## config.mk

```make
export PLATFORM = sky130hd
export DESIGN_NAME = dma_desc_fetch
export DESIGN_NICKNAME = d
export VERILOG_FILES = /design/src/rtl/dma_desc_fetch.sv
export SDC_FILE = /design/constraint.sdc
export NUM_CORES = 1
export LEC_CHECK = 0
export CORE_ASPECT_RATIO = 1.75
export CORE_MARGIN = 1
export CORE_UTILIZATION = 25
export DETAILED_ROUTE_END_ITERATION = 10
export GPL_ROUTABILITY_DRIVEN = 0
export PLACE_DENSITY_LB_ADDON = 0.2
export SLEW_MARGIN = 20
export SYNTH_ARGS = -nofsm -noshare
export SYNTH_HDL_FRONTEND = slang
export SYNTH_SLANG_ARGS = --single-unit
```

## constraint.sdc

```tcl
create_clock -name clk -period 2.3 [get_ports clk]
set_clock_uncertainty 0.05 [all_clocks]
set_input_delay 0.23 -clock clk [delete_from_list [all_inputs] [get_ports clk]]
set_output_delay 0.23 -clock clk [all_outputs]
set_load 0.1 [all_outputs]
```

## src/rtl/dma_desc_fetch.sv

```systemverilog
// Descriptor ring fetcher: bursts each descriptor from host memory over Avalon-MM,
// checks its OWN bit and pushes it as one word into the dma_desc_proc FIFO.
module dma_desc_fetch #(
  parameter int DESC_WORDS = 8,
  parameter int IDX_W      = 8
) (
  input  logic                      clk,
  input  logic                      reset,
  input  logic                      start_i,
  input  logic [31:0]               ring_base_i,
  input  logic [IDX_W-1:0]          ring_size_i,
  input  logic                      doorbell_i,
  input  logic [IDX_W-1:0]          doorbell_cnt_i,
  output logic [31:0]               avm_address_o,
  output logic                      avm_read_o,
  output logic [3:0]                avm_burstcount_o,
  input  logic                      avm_waitrequest_i,
  input  logic [31:0]               avm_readdata_i,
  input  logic                      avm_readdatavalid_i,
  output logic                      dma_desc_fifo_wr_o,
  output logic [32*DESC_WORDS+8:0]  dma_desc_fifo_wrdata_o,
  input  logic                      dma_desc_fifo_almost_full_i,
  output logic                      busy_o,
  output logic [IDX_W-1:0]          head_idx_o,
  output logic                      own_err_o
);

  localparam int ASM_W  = 32 * DESC_WORDS;
  localparam int BEAT_W = $clog2(DESC_WORDS);
  localparam int OFS_W  = $clog2(DESC_WORDS * 4);

  localparam logic [2:0] S_IDLE  = 3'd0;
  localparam logic [2:0] S_REQ   = 3'd1;
  localparam logic [2:0] S_DATA  = 3'd2;
  localparam logic [2:0] S_CHECK = 3'd3;
  localparam logic [2:0] S_PUSH  = 3'd4;
  localparam logic [2:0] S_HALT  = 3'd5;

  logic [2:0]              state;
  logic                    enable;
  logic [IDX_W-1:0]        idx;
  logic [IDX_W-1:0]        pending;
  logic [IDX_W-1:0]        pending_nxt;
  logic [IDX_W:0]          pending_sum;
  logic [31:0]             base;
  logic [IDX_W-1:0]        size;
  logic [BEAT_W-1:0]       beat_cnt;
  logic [ASM_W-1:0]        asm_q;
  logic [32*DESC_WORDS+8:0] wrdata_q;

  // Doorbell add and push decrement share one saturating adder.
  always_comb begin
    pending_sum = {1'b0, pending} + {1'b0, (doorbell_i ? doorbell_cnt_i : {IDX_W{1'b0}})};
    if (state == S_PUSH)
      pending_sum = pending_sum - (IDX_W+1)'(1);
    pending_nxt = pending_sum[IDX_W] ? '1 : pending_sum[IDX_W-1:0];
  end

  always_comb begin
    avm_read_o             = (state == S_REQ);
    avm_address_o          = base + 32'({idx, {OFS_W{1'b0}}});
    avm_burstcount_o       = (state == S_REQ) ? 4'(DESC_WORDS) : '0;
    dma_desc_fifo_wr_o     = (state == S_PUSH);
    dma_desc_fifo_wrdata_o = wrdata_q;
    busy_o                 = (state != S_IDLE) && (state != S_HALT);
    head_idx_o             = idx;
    own_err_o              = (state == S_CHECK) && !asm_q[ASM_W-1];
  end

  always_ff @(posedge clk) begin
    if (reset) begin
      state    <= S_IDLE;
      enable   <= 1'b0;
      idx      <= '0;
      pending  <= '0;
      base     <= '0;
      size     <= '0;
      beat_cnt <= '0;
      asm_q    <= '0;
      wrdata_q <= '0;
    end else begin
      pending <= pending_nxt;
      case (state)
        S_IDLE: begin
          if (enable && (pending != '0) && !dma_desc_fifo_almost_full_i)
            state <= S_REQ;
        end
        S_REQ: begin
          if (!avm_waitrequest_i) begin
            beat_cnt <= '0;
            state    <= S_DATA;
          end
        end
        S_DATA: begin
          if (avm_readdatavalid_i) begin
            for (int unsigned k = 0; k < DESC_WORDS; k++)
              if (beat_cnt == BEAT_W'(k))
                asm_q[32*k +: 32] <= avm_readdata_i;
            beat_cnt <= beat_cnt + 1'b1;
            if (beat_cnt == BEAT_W'(DESC_WORDS - 1))
              state <= S_CHECK;
          end
        end
        S_CHECK: begin
          if (asm_q[ASM_W-1]) begin
            wrdata_q <= {asm_q[ASM_W-1 -: 8], 1'b1, asm_q};
            state    <= S_PUSH;
          end else begin
            enable <= 1'b0;
            state  <= S_HALT;
          end
        end
        S_PUSH: begin
          idx   <= (idx == size - 1'b1) ? '0 : idx + 1'b1;
          state <= S_IDLE;
        end
        S_HALT: ;
        default: state <= S_IDLE;
      endcase

      // Start overrides everything else, but only while no burst is in flight.
      if (start_i && (ring_size_i != '0) && ((state == S_IDLE) || (state == S_HALT))) begin
        base    <= ring_base_i;
        size    <= ring_size_i;
        idx     <= '0;
        pending <= '0;
        enable  <= 1'b1;
        state   <= S_IDLE;
      end
    end
  end

endmodule
```

==> results of run 1 <==
[layout make-up]
type	instances	area [sq um]	share of cell area (%)
antenna	1	2.50	0.00825
clock buffer	85	1730	5.69
inverter	19	71.3	0.235
clock inverter	22	236	0.779
tap	1152	1440	4.75
timing repair buffer	585	5410	17.8
sequential	575	11500	38.0
multi-input combinational	1976	9920	32.7
[cell usage after synthesis, types with 7 or more instances]
| cell type | n | area [sq um] |
|---|---|---|
| xor2_1 | 20 | 175 |
| nand4_1 | 12 | 75.1 |
| clkbuf_1 | 141 | 529 |
| buf_4 | 20 | 150 |
| inv_1 | 19 | 71.3 |
| nor3_1 | 9 | 45.0 |
| o21ai_0 | 17 | 85.1 |
| nand2b_1 | 7 | 43.8 |
| and3_1 | 14 | 87.6 |
| nor2_1 | 39 | 146 |
| nor2b_1 | 7 | 43.8 |
| nand3_1 | 13 | 65.1 |
| buf_2 | 83 | 415 |
| xnor2_1 | 34 | 298 |
| a21oi_1 | 567 | 2840 |
| nand2_1 | 1129 | 4240 |
| nor4_1 | 7 | 43.8 |
| ha_1 | 25 | 313 |
| and2_1 | 15 | 93.8 |
| dfxtp_1 | 575 | 11500 |
[metal layers]
metal / GRT usage [%] / vias up / share of wire (%)
met2: 31.8 / 493 / 49
met5: 0 / - / 0.046
met1: 22.6 / 9115 / 42
li1: - / 9855 / -
met3: 4.18 / 105 / 6.2
met4: 5.85 / 6 / 3.0
[kinds of logic after synthesis]
group	synth area share, %
buf+inv	5.36
mux	0.138
fa+ha+maj	1.62
compound gates	14.5
flops	52.9
xor+xnor	2.17
simple gates	23.3
other cells	0.0172
[per-stage QoR]
stage | area, sq um | TNS [ns] | worst slack [ns]
2_1_floorplan | 22300 | -13.86 | -0.765
3_3_place_gp | 28000 | -12.30 | -0.776
3_5_place_dp | 28000 | -12.87 | -0.801
4_1_cts | 30200 | -19.65 | -0.982
5_1_grt | 30300 | -21.94 | -1.06
6_report | 30300 | -17.64 | -0.885
[timing repair]
action,CTS,global route
resized for setup,45,21
hold endpoints to repair,27,0
hold buffers,1,0
endpoints found under the setup margin,31,33
buffers inserted,7,6
pin swaps,42,23
[worst paths after layout]
path / from / end / cells past startpoint / slack [ns]
min reg2reg: asm_q[215] / dma_desc_fifo_wrdata_o[215] / 2 / 0.39
max reg2reg: pending[0] / pending[0] / 10 / -0.07
max: head_idx_o[1] / avm_address_o[16] / 11 / -0.88
min: ring_base_i[5] / base[5] / 3 / 0.11
[power by group through the flow]
stage / Combinational, W / Clock [W] / Sequential (W)
floorplan: 0.000844 / 0 / 0.0103
global placement: 0.00167 / 0 / 0.0103
detailed placement: 0.00167 / 0 / 0.0103
CTS: 0.00169 / 0.0102 / 0.0100
global route: 0.00179 / 0.0105 / 0.0100
finish: 0.00169 / 0.00978 / 0.0100
[flip-flops by register name (all words and copies together) (netlist names), 3 cells and up]
name and cells:
asm_q 256, dma_desc_fifo_wrdata_o 256, base 32, head_idx_o 8, pending 8, size 8
beat_cnt 3, state 3
[critical path, cell delays in order, from the launching register on]
cell	delay, ns
dfxtp_4	0.35
buf_6	0.11
ha_4	0.22
a21o_1	0.19
a21oi_2	0.19
o21ai_2	0.09
a31o_4	0.25
buf_6	0.12
and2_4	0.17
o2111ai_4	0.23
xnor2_4	0.16
buf_12	0.20
==> results.md, run 1 <==
- Pre-antenna DRT Iters: 5
- Rel. slew slack: 65.0%
- Yosys Warn Count: 0
- Yosys reg bits: 575
- Die area: 88300 sq um
- Fillers: 9187
- Total number of vias: 19600
- Power Internal: 0.0162 W
- Die X-Extent: 225 um
- Routed Antenna Nets: 0
- Utilization after layout: 35.3%
- Clk buf depth: 3
- Initial antenna violation count: 4
- CTS clk-pin slew, worst paths: 0.06 ns
- Max cap viols: 0
- Setup crit end kind: primary output
- Finish-stage setup viols: 28
- Detailed Place HPWL: 56100 um
- Least-Margin Pin Slew: 0.525 ns
- Run status: finished with violations
- Max Clk Rate: 314 MHz
- H-Tree Depth: 2
- First-pass GRT wire length: 121000 um
- Unique masters post-synth: 58
- CTS tree: yes
- Core ar.: 86000 sq um
- Largest net degree at the start of global routing: 110
- DR DRC count: 0
- Static Leak: 11.1 nW
- Die Span Y: 392 um
- Clk Latency, worst-skew pair: 0.63 ns
- Vias in the first global route: 18300
- Total GRT Usage: 18.5%
- Final Power: 0.0215 W
- Max Transition Viols Final: 0
- Failing checks: negative setup slack
- I/O Buffers: 396
- Net Sw Power: 0.00534 W
- WL final: 83200 um
- Layout Cells excl Fill: 4415
- Most frequent cells in the layout: 1126 x nand2_1, 564 x dfxtp_1, 562 x a21oi_1
- Area delta synth->final: 39.4%
- Grt ovf: 0
- Hold Violations, Final: 0
- Root buf cell: clkbuf_16
- Switching share of power: 24.8%
- Class of the worst hold path: in2reg
- Synthesized area: 21800 sq um
- Sequential cell area fraction in the yosys report: 52.9%
- Max rail drop VDD: 0.531 mV
- RSZ-0062 raised after global routing: yes
- Smallest hold slack: 0.109 ns
- Fin nets: 3328
- Ports: 400
- Initial Utilization: 25.3%
- Most used DFF post-synth: dfxtp_1
- Syn Inst Count: 2812
- Clk sinks: 575
- CP arrival: 2.90 ns
- Synthesized area per cell: 7.74 sq um
- Post-synth EDFFs: 0
- Startpoint Class: register
- Final worst slack: -0.885 ns
- Pwr per Cell Area: 709 nW/um^2
- Crit path max fanout: 3
- Critical path type: reg2out
- Clock power share: 45.5%
- Routed WL per cell: 18.9 um
- Layout cells sized above 1: 21.1%
- Iter 0 DRT Violations: 1175
- Worst EP required: 2.02 ns
- FP Rows: 142
- Tcrit/Tclk final: 138%
- Final min period: 3.18 ns
- Async S/R FF share, synth: 0%
- Comb pwr share: 7.8%
- Vias per cell: 4.43
- Dpl cells: 4297
- Sequential share of power: 46.7%
- CTS buffer count: 57
- Leading cell type in the layout, fill and taps excluded: nand2_1
Note: power is estimated with default switching activity, not from simulation.
==> run 2: changes to the inputs <==
--- a/config.mk
+++ b/config.mk
@@ -7,7 +7,7 @@
 export LEC_CHECK = 0
 export CORE_ASPECT_RATIO = 1.75
 export CORE_MARGIN = 1
-export CORE_UTILIZATION = 25
+export CORE_UTILIZATION = 47
 export DETAILED_ROUTE_END_ITERATION = 10
 export GPL_ROUTABILITY_DRIVEN = 0
 export PLACE_DENSITY_LB_ADDON = 0.2
==> run 2 against run 1 <==
The run still ends with negative setup slack left. Register-to-register slack lost 0.02 ns. Final cell count shrank 14%. Highest routed layer is now met4. Routed wire length shrank 16%. Clock-buffer cell count shrank 13. Clock power shrank 9.9%. Via count grew 2.9%. Worst hold slack gained 0.050 ns. Largest power group unchanged.
==> results.md, run 2 (synthesized netlist as in run 1, its figures left out) <==
- Root buf cell: clkbuf_16
- Max rail drop VDD: 0.677 mV
- Rel. slew slack: 48.0%
- Iter 0 DRT Violations: 1600
- Initial antenna violation count: 0
- Worst path slowest cell: dfxtp_2
- Total GRT Usage: 28.9%
- First-pass GRT wire length: 106000 um
- Pre-antenna DRT Iters: 6
- DR DRC count: 0
- Die Span Y: 287 um
- Post-route cell area: 29100 sq um
- Levels on crit path: 12
- Startpoint Class: register
- Vias in the first global route: 19500
- Initial Utilization: 47.5%
- Grt ovf: 0
- ANT cells: 0
- Final Power: 0.0205 W
- Routed WL per cell: 18.3 um
- Clk Latency, worst-skew pair: 0.57 ns
- Routed Antenna Nets: 0
- Setup crit end kind: primary output
- I/O Buffers: 396
- Dpl cells: 3692
- Critical-path cell list: ha_4 -> inv_2 -> fa_2 -> nor2b_2 -> o21ai_2 -> a21boi_2 -> o21ai_2 -> a21oi_4 -> buf_12 -> nand4_1 -> xnor2_4 -> buf_12
- Die area: 47200 sq um
- RSZ-0062 raised after global routing: yes
- Critical Path Max Stage Delay: 0.35 ns
- Most frequent cells in the layout: 1126 x nand2_1, 562 x a21oi_1, 562 x dfxtp_1
- CTS buffer count: 50
- WL final: 69600 um
- Final worst slack: -0.874 ns
- Delay-heaviest family, CP: compound AO/OA/AOI/OAI gates
- Total number of vias: 20100
- Static Leak: 10.8 nW
- CTS clk-pin slew, worst paths: 0.07 ns
- Smallest hold slack: 0.159 ns
- Ports: 400
- Layout cells sized above 1: 20.2%
- Leading cell type in the layout, fill and taps excluded: nand2_1
- Failing checks: negative setup slack
- Final min period: 3.17 ns
- Tcrit/Tclk final: 138%
- Layout Cells excl Fill: 3798
- FP Rows: 104
- Crit path max fanout: 9
- Max cap viols: 0
- Core ar.: 45800 sq um
- Worst Reg-to-Reg Cells: 11
- Class of the worst hold path: in2reg
- H-Tree Depth: 2
- Least-Margin Pin Slew: 0.778 ns
- CP arrival: 2.89 ns
- DP Area: 26900 sq um
- Largest net degree at the start of global routing: 256
- CTS tree: yes
- Worst hold stages: 3
- Die X-Extent: 165 um
- Detailed Place HPWL: 46600 um
- Vias per cell: 5.30
- Area delta synth->final: 33.6%
- Max Transition Viols Final: 0
- Worst EP required: 2.02 ns
- Pwr per Cell Area: 703 nW/um^2
- Hold Violations, Final: 0
- Clk buf depth: 3
- Max Clk Rate: 315 MHz
- Finish-stage setup viols: 29
- DP Worst Slack: -0.796 ns
- Clk sinks: 575
- Critical path type: reg2out
- Fin nets: 3289
- Run status: finished with violations
- Crit path buf inv count: 3
[run 2: changes by cell type in the layout (fill, tap and decap cells not counted), sizes merged]
cell	before	now
buf	498	467
bufinv	3	5
clkbuf	86	72
dlygate4sd2	0	1
clkinvlp	4	2
diode	1	0
clkdlybuf4s50	85	84
inv	21	19
[run 2: where the power goes]
| part | total [W] | leakage [nW] | internal [W] | switching (W) |
|---|---|---|---|---|
| combinational | 0.00159 | 5.33 | 0.000593 | 0.00100 |
| clock | 0.00881 | 0.859 | 0.00504 | 0.00377 |
| sequential | 0.0100 | 4.65 | 0.0100 | 0.0000484 |
[run 2: per-layer routing]
| layer | up-vias | track usage [%] | wire, um | part of all wire (%) |
|---|---|---|---|---|
| met5 | - | 0 | 0 | 0 |
| li1 | 9779 | - | - | - |
| met3 | 192 | 5.04 | 5040 | 7.2 |
| met1 | 9407 | 33.2 | 25900 | 37 |
| met4 | 0 | 16.0 | 4020 | 5.8 |
| met2 | 756 | 50.2 | 34700 | 50 |
[run 2: per-stage QoR]
| stage | setup TNS (ns) | utilization (%) |
|---|---|---|
| floorplan | -13.86 | - |
| detailed placement | -11.41 | 58.7 |
| global placement | -9.00 | 58.7 |
| finish | -16.35 | 63.5 |
| CTS | -17.96 | 63.1 |
| global route | -19.86 | 63.5 |
[run 2: tightest hold or removal path: cells and delay by family]
family | cells | cell delay, ns
buffers and inverters | 1 | 0.39
AOI/OAI and AO/OA | 1 | 0.05
and+or+nand+nor | 1 | 0.06
[run 2: path summary, 6_finish.rpt]
kind                         from                          to  slack, ns
setup / recovery          base[5]           avm_address_o[31]      -0.87
hold / removal    ring_base_i[31]                    base[31]       0.16
setup reg to reg       pending[0]                  pending[7]      -0.09
hold reg to reg         asm_q[59]  dma_desc_fifo_wrdata_o[59]       0.40
[run 2: area by class of cell]
type / count / area, sq um
Clock inverter: 20 / 256
Clock buffer: 72 / 1480
Sequential cell: 575 / 11500
Tap cell: 583 / 729
Inverter: 19 / 75.1
Fill cell: 3931 / 16700
Multi-Input combinational cell: 1976 / 9900
Timing Repair Buffer: 553 / 5100
[run 2: timing repair]
| item | CTS | global route |
|---|---|---|
| resized for setup | 49 | 19 |
| pin swaps | 39 | 15 |
| hold buffers | 1 | 0 |
| endpoints found under the hold margin | 7 | 0 |
| setup buffers | 8 | 9 |
| endpoints found under the setup margin | 33 | 33 |
==> run 3: changes to the inputs <==
--- a/config.mk
+++ b/config.mk
@@ -11,6 +11,7 @@
 export DETAILED_ROUTE_END_ITERATION = 10
 export GPL_ROUTABILITY_DRIVEN = 0
 export PLACE_DENSITY_LB_ADDON = 0.2
+export RECOVER_POWER = 25
 export SLEW_MARGIN = 20
 export SYNTH_ARGS = -nofsm -noshare
 export SYNTH_HDL_FRONTEND = slang
==> run 3 against run 2 <==
The run still ends with negative setup slack left. Non-clock buffer count unchanged. Die area unchanged. Sequential cell count stayed put. First-iteration DRC count grew 2.3%. Sequential power is essentially flat. Worst setup slack worse by 0.0081 ns.
==> results.md, run 3 (synthesized netlist as in run 1, its figures left out) <==
- Clk buf depth: 3
- Largest net degree at the start of global routing: 256
- Crit path max fanout: 9
- Routed Antenna Nets: 0
- CTS clk-pin slew, worst paths: 0.07 ns
- Hold Violations, Final: 0
- Routed WL per cell: 18.3 um
- Finish-stage setup viols: 29
- Die area: 47200 sq um
- Startpoint Class: register
- First-pass GRT wire length: 106000 um
- Worst EP required: 2.02 ns
- Critical Path Max Stage Delay: 0.35 ns
- FP Rows: 104
- Rel. slew slack: 48.6%
- Class of the worst hold path: in2reg
- Sequential share of power: 49.1%
- Fin nets: 3289
- Initial Utilization: 47.5%
- Clock power share: 43.1%
- Net Sw Power: 0.00483 W
- Smallest hold slack: 0.157 ns
- I/O Buffers: 396
- Setup crit end kind: primary output
- Max cap viols: 0
- H-Tree Depth: 2
- Vias per cell: 5.29
- Final worst slack: -0.882 ns
- Crit path buf inv count: 3
- Area delta synth->final: 31.1%
- DR DRC count: 0
- Total number of vias: 20100
- Layout cells sized above 1: 20.2%
- Critical path type: reg2out
- Core ar.: 45800 sq um
- Max Clk Rate: 314 MHz
- Final min period: 3.18 ns
- Clk sinks: 575
- Most frequent cells in the layout: 1126 x nand2_1, 562 x a21oi_1, 562 x dfxtp_1
- Comb pwr share: 7.8%
- Power Internal: 0.0156 W
- Pwr per Cell Area: 717 nW/um^2
- Switching share of power: 23.6%
- Static Leak: 10.7 nW
- Least-Margin Pin Slew: 0.769 ns
- Leading cell type in the layout, fill and taps excluded: nand2_1
- Max Transition Viols Final: 0
- Min-delay src: ring_base_i[31]
- Initial antenna violation count: 0
- Worst path slowest cell: dfxtp_2
- ANT cells: 0
- Vias in the first global route: 19500
- Ports: 400
- Grt ovf: 0
- Total GRT Usage: 28.9%
- Pre-antenna DRT Iters: 6
- CP arrival: 2.90 ns
- Die X-Extent: 165 um
- WL final: 69600 um
- Die Span Y: 287 um
- Clk Latency, worst-skew pair: 0.58 ns
- Max rail drop VDD: 0.682 mV
- Run status: finished with violations
- Fillers: 4069
- Root buf cell: clkbuf_16
- CTS buffer count: 50
- Delay-heaviest family, CP: compound AO/OA/AOI/OAI gates
- Failing checks: negative setup slack
- RR Startpoint: pending[0]
- Tcrit/Tclk final: 138%
- Setup TNS Final: -16.42 ns
- CTS tree: yes
- RSZ-0062 raised after global routing: yes
- Detailed Place HPWL: 46600 um
- Critical-path cell list: ha_4 -> inv_2 -> fa_2 -> nor2b_2 -> o21ai_2 -> a21boi_2 -> o21ai_2 -> a21oi_4 -> buf_12 -> nand4_1 -> xnor2_4 -> buf_12
- Iter 0 DRT Violations: 1637
- CP Launch Point: base[5]
==> run 3: path summary, 6_finish.rpt <==
kind         depth (start not counted)                    endpoint  slack (ns)
max                                 12           avm_address_o[31]       -0.88
max reg2reg                         11                  pending[7]       -0.09
min                                  3                    base[31]        0.16
min reg2reg                          2  dma_desc_fifo_wrdata_o[59]        0.39
==> run 3: power groups by stage <==
stage,combinational (W),clock (W),sequential [W]
after floorplan,0.000844,0,0.0103
after global placement,0.00149,0,0.0103
after detailed placement,0.00152,0,0.0103
after CTS,0.00157,0.00893,0.0100
after global routing,0.00166,0.00930,0.0100
final,0.00159,0.00882,0.0100
==> run 3: worst reg2reg max path, delay by kind of cell, from the launching register on <==
| family | cells | cell delay, ns |
|---|---|---|
| AO/OA/AOI/OAI | 4 | 0.66 |
| AND/OR/NAND/NOR | 3 | 0.71 |
| adder cells (fa/ha/maj) | 2 | 0.35 |
| buffers and inverters | 2 | 0.19 |
| flip-flops | 1 | 0.34 |
==> run 3: layout make-up <==
type / instances / area (sq um) / area share (%)
sequential: 575 / 11500 / 40.4
inverter: 19 / 75.1 / 0.263
clock buffer: 72 / 1480 / 5.17
multi-input combinational: 1976 / 9900 / 34.7
timing repair buffer: 553 / 4570 / 16.0
tap: 583 / 729 / 2.56
clock inverter: 20 / 256 / 0.899
==> run 3: repair_timing <==
action	4_1_cts	5_1_grt
gates cloned	0	0
hold buffers	1	0
hold endpoints to repair	7	0
pin swaps	39	15
buffers inserted	8	9
setup endpoints to repair	33	33
gates resized for setup	49	19
==> run 3: metal layers <==
metal	routed length (um)	GRT usage, %	part of all wire, %	up-vias
met3	5130	5.04	7.4	192
li1	-	-	-	9777
met2	34500	50.2	50	735
met1	25800	33.2	37	9378
met4	4080	16.0	5.9	0
met5	0	0	0	-
==> run 3: through the flow <==
stage	power [W]	instances	area (sq um)	setup slack [ns]	util, %
final	0.0205	3798	28500	-0.882	62.3
after global routing	0.0210	3798	28500	-1.05	62.3
after CTS	0.0205	3790	28900	-0.988	63.1
after detailed placement	0.0118	3692	26900	-0.796	58.7
after global placement	0.0118	3692	26900	-0.642	58.7
after floorplan	0.0111	2814	22300	-0.765	-
